<file path="src/rtl/execute_md_stage.sv">
// EX stage with RV32M multiply/divide, operand forwarding and EX/MEM register.
// Ports: ID/EX inputs, forwarding data, base ALU result, stall/flush; fwd_a/b, ex_stall, EX/MEM outputs.
module execute_md_stage #(
  parameter int XLEN = 32,
  parameter int MUL_STAGES = 2,
  parameter int DIV_BITS_PER_CYCLE = 1
) (
  input  logic            clk,
  input  logic            rst,
  input  logic            id_valid,
  input  logic [XLEN-1:0] id_pc,
  input  logic [31:0]     id_instr,
  input  logic [XLEN-1:0] id_rs1,
  input  logic [XLEN-1:0] id_rs2,
  input  logic [1:0]      fwd_sel_a,
  input  logic [1:0]      fwd_sel_b,
  input  logic [XLEN-1:0] ex_mem_data,
  input  logic [XLEN-1:0] mem_wb_data,
  input  logic [XLEN-1:0] base_result,
  input  logic            downstream_stall,
  input  logic            flush,
  output logic [XLEN-1:0] fwd_a,
  output logic [XLEN-1:0] fwd_b,
  output logic            ex_stall,
  output logic            out_valid,
  output logic [XLEN-1:0] out_pc,
  output logic [31:0]     out_instr,
  output logic [XLEN-1:0] out_result,
  output logic [XLEN-1:0] out_rs2
);

  localparam int CW = $clog2(XLEN + 1);
  localparam logic [1:0] S_IDLE = 2'd0;
  localparam logic [1:0] S_MUL  = 2'd1;
  localparam logic [1:0] S_DIV  = 2'd2;
  localparam logic [1:0] S_DONE = 2'd3;
  localparam logic [CW-1:0] MUL_CNT = CW'(MUL_STAGES - 1);
  localparam logic [CW-1:0] DIV_CNT = CW'(XLEN / DIV_BITS_PER_CYCLE - 1);
  localparam logic [XLEN-1:0] MIN_NEG = {1'b1, {(XLEN-1){1'b0}}};

  logic [1:0]      r_state;
  logic [CW-1:0]   r_cnt;
  logic [XLEN-1:0] r_a, r_b, r_res, r_pc;
  logic [1:0]      r_f3;
  logic [31:0]     r_instr;
  logic [XLEN-1:0] r_rem, r_quo, r_dvs;

  logic            w_idle, w_mop, w_isdiv, w_dsgn, w_isrem;
  logic            w_dz, w_ovf;
  logic [2:0]      w_f3;
  logic [XLEN-1:0] w_sel_a, w_sel_b, w_spec, w_amag, w_bmag;

  assign w_idle  = (r_state == S_IDLE);
  assign w_mop   = id_valid && (id_instr[6:0] == 7'b0110011)
                   && (id_instr[31:25] == 7'b0000001);
  assign w_f3    = id_instr[14:12];
  assign w_isdiv = w_f3[2];
  assign w_dsgn  = !w_f3[0];
  assign w_isrem = w_f3[1];

  always_comb begin
    case (fwd_sel_a)
      2'b01:   w_sel_a = mem_wb_data;
      2'b10:   w_sel_a = ex_mem_data;
      default: w_sel_a = id_rs1;
    endcase
    case (fwd_sel_b)
      2'b01:   w_sel_b = mem_wb_data;
      2'b10:   w_sel_b = ex_mem_data;
      default: w_sel_b = id_rs2;
    endcase
  end

  // Once an M-op is captured, the ALU sees the frozen operands.
  assign fwd_a = w_idle ? w_sel_a : r_a;
  assign fwd_b = w_idle ? w_sel_b : r_b;

  assign ex_stall = (w_idle && w_mop) || (r_state == S_MUL)
                    || (r_state == S_DIV);

  assign w_dz   = (fwd_b == '0);
  assign w_ovf  = w_dsgn && (fwd_a == MIN_NEG) && (&fwd_b);
  assign w_spec = w_dz ? (w_isrem ? fwd_a : '1)
                       : (w_isrem ? '0 : fwd_a);
  assign w_amag = (w_dsgn && fwd_a[XLEN-1]) ? -fwd_a : fwd_a;
  assign w_bmag = (w_dsgn && fwd_b[XLEN-1]) ? -fwd_b : fwd_b;

  // Multiply: sign-extend to 2*XLEN; the low 2*XLEN product bits are exact.
  logic            w_asx, w_bsx;
  logic [2*XLEN-1:0] w_ma, w_mb, w_prod;
  logic [XLEN-1:0] w_mul_res;

  assign w_asx = (r_f3 == 2'b01) || (r_f3 == 2'b10);
  assign w_bsx = (r_f3 == 2'b01);
  assign w_ma  = {{XLEN{w_asx & r_a[XLEN-1]}}, r_a};
  assign w_mb  = {{XLEN{w_bsx & r_b[XLEN-1]}}, r_b};
  assign w_prod = w_ma * w_mb;
  assign w_mul_res = (r_f3 == 2'b00) ? w_prod[XLEN-1:0]
                                     : w_prod[2*XLEN-1:XLEN];

  // Restoring divide on magnitudes, DIV_BITS_PER_CYCLE steps per clock.
  logic [XLEN:0]   w_t;
  logic [XLEN-1:0] w_rem_n, w_quo_n, w_qfix, w_rfix;
  logic            w_qneg, w_rneg;

  always_comb begin
    w_t     = '0;
    w_rem_n = r_rem;
    w_quo_n = r_quo;
    for (int i = 0; i < DIV_BITS_PER_CYCLE; i++) begin
      w_t     = {w_rem_n, w_quo_n[XLEN-1]};
      w_quo_n = {w_quo_n[XLEN-2:0], 1'b0};
      if (w_t >= {1'b0, r_dvs}) begin
        w_t        = w_t - {1'b0, r_dvs};
        w_quo_n[0] = 1'b1;
      end
      w_rem_n = w_t[XLEN-1:0];
    end
  end

  assign w_qneg = !r_f3[0] && (r_a[XLEN-1] ^ r_b[XLEN-1]);
  assign w_rneg = !r_f3[0] && r_a[XLEN-1];
  assign w_qfix = w_qneg ? -w_quo_n : w_quo_n;
  assign w_rfix = w_rneg ? -w_rem_n : w_rem_n;

  always_ff @(posedge clk) begin
    if (rst) begin
      r_state <= S_IDLE;
      r_cnt   <= '0;
      r_a     <= '0;
      r_b     <= '0;
      r_f3    <= '0;
      r_pc    <= '0;
      r_instr <= '0;
      r_res   <= '0;
      r_rem   <= '0;
      r_quo   <= '0;
      r_dvs   <= '0;
    end else if (flush) begin
      r_state <= S_IDLE;
    end else begin
      case (r_state)
        S_IDLE: if (w_mop) begin
          r_a     <= fwd_a;
          r_b     <= fwd_b;
          r_f3    <= w_f3[1:0];
          r_pc    <= id_pc;
          r_instr <= id_instr;
          if (w_isdiv && (w_dz || w_ovf)) begin
            r_res   <= w_spec;
            r_state <= S_DONE;
          end else if (!w_isdiv) begin
            r_cnt   <= MUL_CNT;
            r_state <= S_MUL;
          end else begin
            r_cnt   <= DIV_CNT;
            r_rem   <= '0;
            r_quo   <= w_amag;
            r_dvs   <= w_bmag;
            r_state <= S_DIV;
          end
        end
        S_MUL: begin
          if (r_cnt == '0) begin
            r_res   <= w_mul_res;
            r_state <= S_DONE;
          end else begin
            r_cnt <= r_cnt - 1'b1;
          end
        end
        S_DIV: begin
          r_rem <= w_rem_n;
          r_quo <= w_quo_n;
          if (r_cnt == '0) begin
            r_res   <= r_f3[1] ? w_rfix : w_qfix;
            r_state <= S_DONE;
          end else begin
            r_cnt <= r_cnt - 1'b1;
          end
        end
        default: if (!downstream_stall) r_state <= S_IDLE;
      endcase
    end
  end

  always_ff @(posedge clk) begin
    if (rst) begin
      out_valid  <= 1'b0;
      out_pc     <= '0;
      out_instr  <= '0;
      out_result <= '0;
      out_rs2    <= '0;
    end else if (!downstream_stall) begin
      if (flush || ex_stall) begin
        out_valid  <= 1'b0;
        out_pc     <= '0;
        out_instr  <= '0;
        out_result <= '0;
        out_rs2    <= '0;
      end else if (r_state == S_DONE) begin
        out_valid  <= 1'b1;
        out_pc     <= r_pc;
        out_instr  <= r_instr;
        out_result <= r_res;
        out_rs2    <= r_b;
      end else begin
        out_valid  <= id_valid;
        out_pc     <= id_pc;
        out_instr  <= id_instr;
        out_result <= base_result;
        out_rs2    <= fwd_b;
      end
    end
  end

endmodule

</file>
<file path="config.mk">
export PLATFORM = sky130hd
export DESIGN_NAME = execute_md_stage
export DESIGN_NICKNAME = d
export VERILOG_FILES = /design/src/rtl/execute_md_stage.sv
export SDC_FILE = /design/constraint.sdc
export NUM_CORES = 2
export LEC_CHECK = 0
export ABC_AREA = 1
export CAP_MARGIN = 20
export CORE_ASPECT_RATIO = 2
export CORE_UTILIZATION = 45
export CTS_CLUSTER_DIAMETER = 100
export DETAILED_ROUTE_END_ITERATION = 8
export GPL_TIMING_DRIVEN = 1
export PLACE_DENSITY = 0.62
export RECOVER_POWER = 50
export SLEW_MARGIN = 20
export SYNTH_ARGS = -nofsm -noshare
export SYNTH_HDL_FRONTEND = slang
export SYNTH_SLANG_ARGS = --single-unit
</file>
<file path="constraint.sdc">
create_clock -name clk -period 14 [get_ports clk]
set_clock_uncertainty 0.1 [all_clocks]
set_input_delay 2.8 -clock clk [delete_from_list [all_inputs] [get_ports clk]]
set_output_delay 2.8 -clock clk [all_outputs]
set_load 0.05 [all_outputs]
</file>
==> summary by stage <==
Power
The cell area power density is between 40 and 50 nW/um^2. The maximum ir drop on the vdd rail is roughly 110 uV. The static leakage is roughly 34 nW.

GRT
After global routing the overflow that remains totals 0. The global-route wire length before repair is about 510000 microns. Entering global routing, the biggest net connects 113 pins. The via count of the first global-routing pass is around 66000.

The initial antenna violation count is 40. The total routing resource utilization after global routing is approximately 50%.

Hold path
The path with the worst hold slack has its endpoint at r_instr[6]. The start point of the worst hold path is r_instr[6]. The path class of the lowest-slack min-delay path is register to register. Along the worst hold path, the cell count comes to 2.

Yosys
Counting distinct cell types in the post-synthesis netlist gives 59. The dominant synthesized flop cell is dfxtp_1. When the netlist entered floorplanning its net count stood at about 10000. The Yosys step of the flow raised 0 warnings. The mapped netlist covers about 65000 sq um. The number of flops mapped to enable cells by yosys is 0. Sequential cells were found to cover about 12% of the synthesized design area.

The synthesized design spends more area on one cell type than any other, namely fa_1. After synthesis, the largest area contributor takes up 34.8% of total cell area. Sorting the synthesized cells by area gives the leading types as fa_1 35%, dfxtp_1 12%, inv_1 11%. The per-instance average area after synthesis is roughly 7.3 sq um. After synthesis the netlist holds a flip-flop and latch count of 393. In the synthesized netlist the async set-or-reset flop fraction comes to 0%. Synthesis handed over a netlist of between 8000 and 9000 instances.

Cells and area
The share of cells above drive strength 1 is under 10%. The number of standard cells in the layout, taps in and fillers out is between 10000 and 15000. The number of filler cells placed in the layout is 14600. After routing the design area is 71500 sq um. The growth of design area from synthesis to finish is 10.3%. For this run, the post-layout net count is 10500.

Timing
For the pin with the worst max-slew slack, the measured transition is 4.32 ns. The final sum of negative setup slack is 0 ns. The max-slew violation count was about 380. Setup violations remaining at the end of the flow were counted as 0. Hold is met by roughly 0.34 ns. The number of hold violations in the final report was 0. The highest clock rate is between 80 and 90 MHz. After layout, the worst path uses roughly four fifths of the clock period.

For the finished layout, the period the worst path requires is approximately 11 ns. In this run the tightest slew margin relative to its limit is -188%. Setup repair after global routing left no endpoint under its margin.

Placed design
The placement-stage cell area is ~70000 sq um. The number of cells after detailed placement is around 11000. The count of buffers added on input and output ports is around 430.

The final weighted congestion in routability-driven placement is roughly 1.1. The half-perimeter wire length of the detailed placement result is approximately 280000 microns.

Outcome
The flow ran to the end, but the final reports show violations. The checks that failed: capacitance limit, slew limit.

Clock tree
No sink is reached through more buffers than the 3 on the longest clock path. The number of clock buffers inserted by TritonCTS is 36. The tree built by TritonCTS fans out to 393 sinks.

The post-cts gate resize count is 0. The clock tree from TritonCTS is done. The H-tree was split into 2 levels. For this design, the CTS-stage hold fixing added 0 buffers.

The clock reaches the later pin of the worst-skew pair after 0.63 ns. The tree is rooted in a clkbuf_16. The CTS clock-pin slew for the worst setup and hold paths is roughly 0.080 ns.

In this run the post-CTS setup repair buffer count came out at 0.

Floorplanning
The floorplan core area is 143000 sq um. The die is 270 microns wide. After floorplanning, the core was divided into between 150 and 200 placement rows. The effective utilization at floorplan is a little under half. The number of primary I/O pins is between 400 and 500. The height of the die is 539 microns. The area of the die is 146000 sq um.

Worst setup path
The register-to-register setup slack is 3.02 ns. The arrival time of the worst setup path is about 12 ns. The maximum fanout count along the critical path is 81.

The longest individual stage delay on the worst path is between 3 and 4 ns. STA classifies the critical path startpoint as a primary input. In this run the critical register-to-register path is launched from r_instr[13]. The worst setup path is captured at a register. The required time of the critical path is ~14 ns. For this design, the slowest cell found on the critical path is clkbuf_1. Traced cell by cell, the critical path runs through dlygate4sd3_1, nand3_1, nor4_1, nand2_1, nand3_1, nor2_1, clkbuf_1, clkbuf_1, o211ai_1, a21oi_1. The worst-case reg-to-reg path depth is 31. The critical path start-end classification is primary input to register. The worst register-to-register path ends at r_res[25].

Route
The detail route stage leaves a number of antenna-violating nets equal to 0. After the first detailed-routing iteration, the DRC count stood at 6740. The number of detailed-routing iterations run before antenna repair is 8.

The detailed-route wire length is roughly 360000 microns. The average via count per standard cell is approximately 6. After detailed routing, the number of remaining DRC violations is 0. The detailed-route wire length per cell is approximately 34 microns. The total via count after detailed routing is between 60000 and 70000.

Flow run
The max-capacitance violation count is 10.
[state kept, by name, indices dropped and copies added (netlist names), 6 cells and up]
register,cells
r_instr,31
r_cnt,6
out_instr,32
r_a,32
r_quo,32
out_pc,32
r_rem,32
r_res,32
r_dvs,32
out_rs2,32
out_result,32
r_b,32
r_pc,32
[routing by layer]
layer	share of wire (%)	global-route usage, %
met5	0.064	0.533
met3	9.3	15.0
met2	47	82.5
met1	28	44.7
met4	16	61.7
[power by group]
| part | switching, mW | internal, mW |
|---|---|---|
| clock | 0.543 | 0.552 |
| sequential | 0.0129 | 1.14 |
| combinational | 0.594 | 0.223 |
| total | 1.15 | 1.92 |
[cell usage in the layout, fill, tap and decap left out, drive strengths merged, types with 10 or more instances in the layout]
cell type | synthesis | routed
xnor2 | 25 | 25
nand4 | 59 | 59
a21o | 19 | 19
clkinv | 7 | 15
dlygate4sd3 | 0 | 132
fa | 1126 | 1126
o21bai | 21 | 21
clkbuf | 438 | 55
nand3b | 20 | 20
a211oi | 10 | 10
a22oi | 20 | 20
inv | 2006 | 2007
nor3 | 43 | 43
a31oi | 35 | 35
o211ai | 168 | 168
buf | 88 | 125
dfxtp | 393 | 393
diode | 0 | 29
nor2 | 540 | 540
o221ai | 32 | 32
nand3 | 250 | 250
o21ai | 589 | 589
ha | 262 | 262
clkdlybuf4s50 | 0 | 293
nand2 | 1906 | 1906
o22ai | 31 | 31
a21oi | 546 | 546
xor2 | 74 | 74
or2 | 96 | 96
[worst max-delay path by stage]
stage | from | to | cells past startpoint
after global placement | r_instr[13] | r_res[25] | 31
after CTS | r_instr[13] | r_res[25] | 31
final | id_valid | out_instr[8] | 10
after floorplan | r_instr[13] | r_res[30] | 33
after detailed placement | r_instr[13] | r_res[25] | 31
after global routing | id_valid | out_instr[15] | 10
[area by class of cell]
| cell class | count | area [sq um] | share of cell area (%) |
|---|---|---|---|
| diodes | 29 | 72.6 | 0.101 |
| clock buffers | 48 | 1020 | 1.42 |
| clock inverters | 13 | 148 | 0.206 |
| inverters | 2013 | 7570 | 10.6 |
| multi-input cells | 5913 | 47300 | 66.1 |
| flip-flops and latches | 393 | 7880 | 11.0 |
| well taps | 1881 | 2350 | 3.29 |
| repair buffers | 557 | 5220 | 7.30 |
[critical path: cells and delay by family]
kind / cells / cell delay, ns
AOI/OAI and AO/OA: 2 / 1.84
buffers and inverters: 3 / 5.25
and+or+nand+nor: 5 / 1.96
[metrics by stage]
step | total power, mW | setup WS [ns] | util [%]
floorplan | 1.60 | 5.60 | -
global placement | 1.97 | 3.30 | 49.3
detailed placement | 1.97 | 3.30 | 49.3
CTS | 3.04 | 3.28 | 50.1
global route | 3.11 | 2.56 | 50.1
finish | 3.07 | 2.53 | 50.1
[cell usage after synthesis (58+ instances only)]
library cell / instances
o211ai_1: 164
nand4_1: 58
nor2_1: 529
inv_1: 1986
clkbuf_1: 438
nand2_1: 1895
nand3_1: 244
a21oi_1: 539
fa_1: 1126
ha_1: 262
o21ai_0: 540
dfxtp_1: 393
xor2_1: 74
or2_2: 95
[cells by family (layout without fill, tap and decap cells)]
family,Yosys count,count (layout),share of synthesized area [%]
AO/OA/AOI/OAI,1500,1500,13.2
buffers and inverters,2539,2631,15.0
AND/OR/NAND/NOR,2926,2926,18.5
other,0,29,0
XOR/XNOR,99,99,1.34
adder cells (fa/ha/maj),1388,1388,39.8
flip-flops,393,393,12.1
No activity file was read; power rests on OpenSTA's default activity.
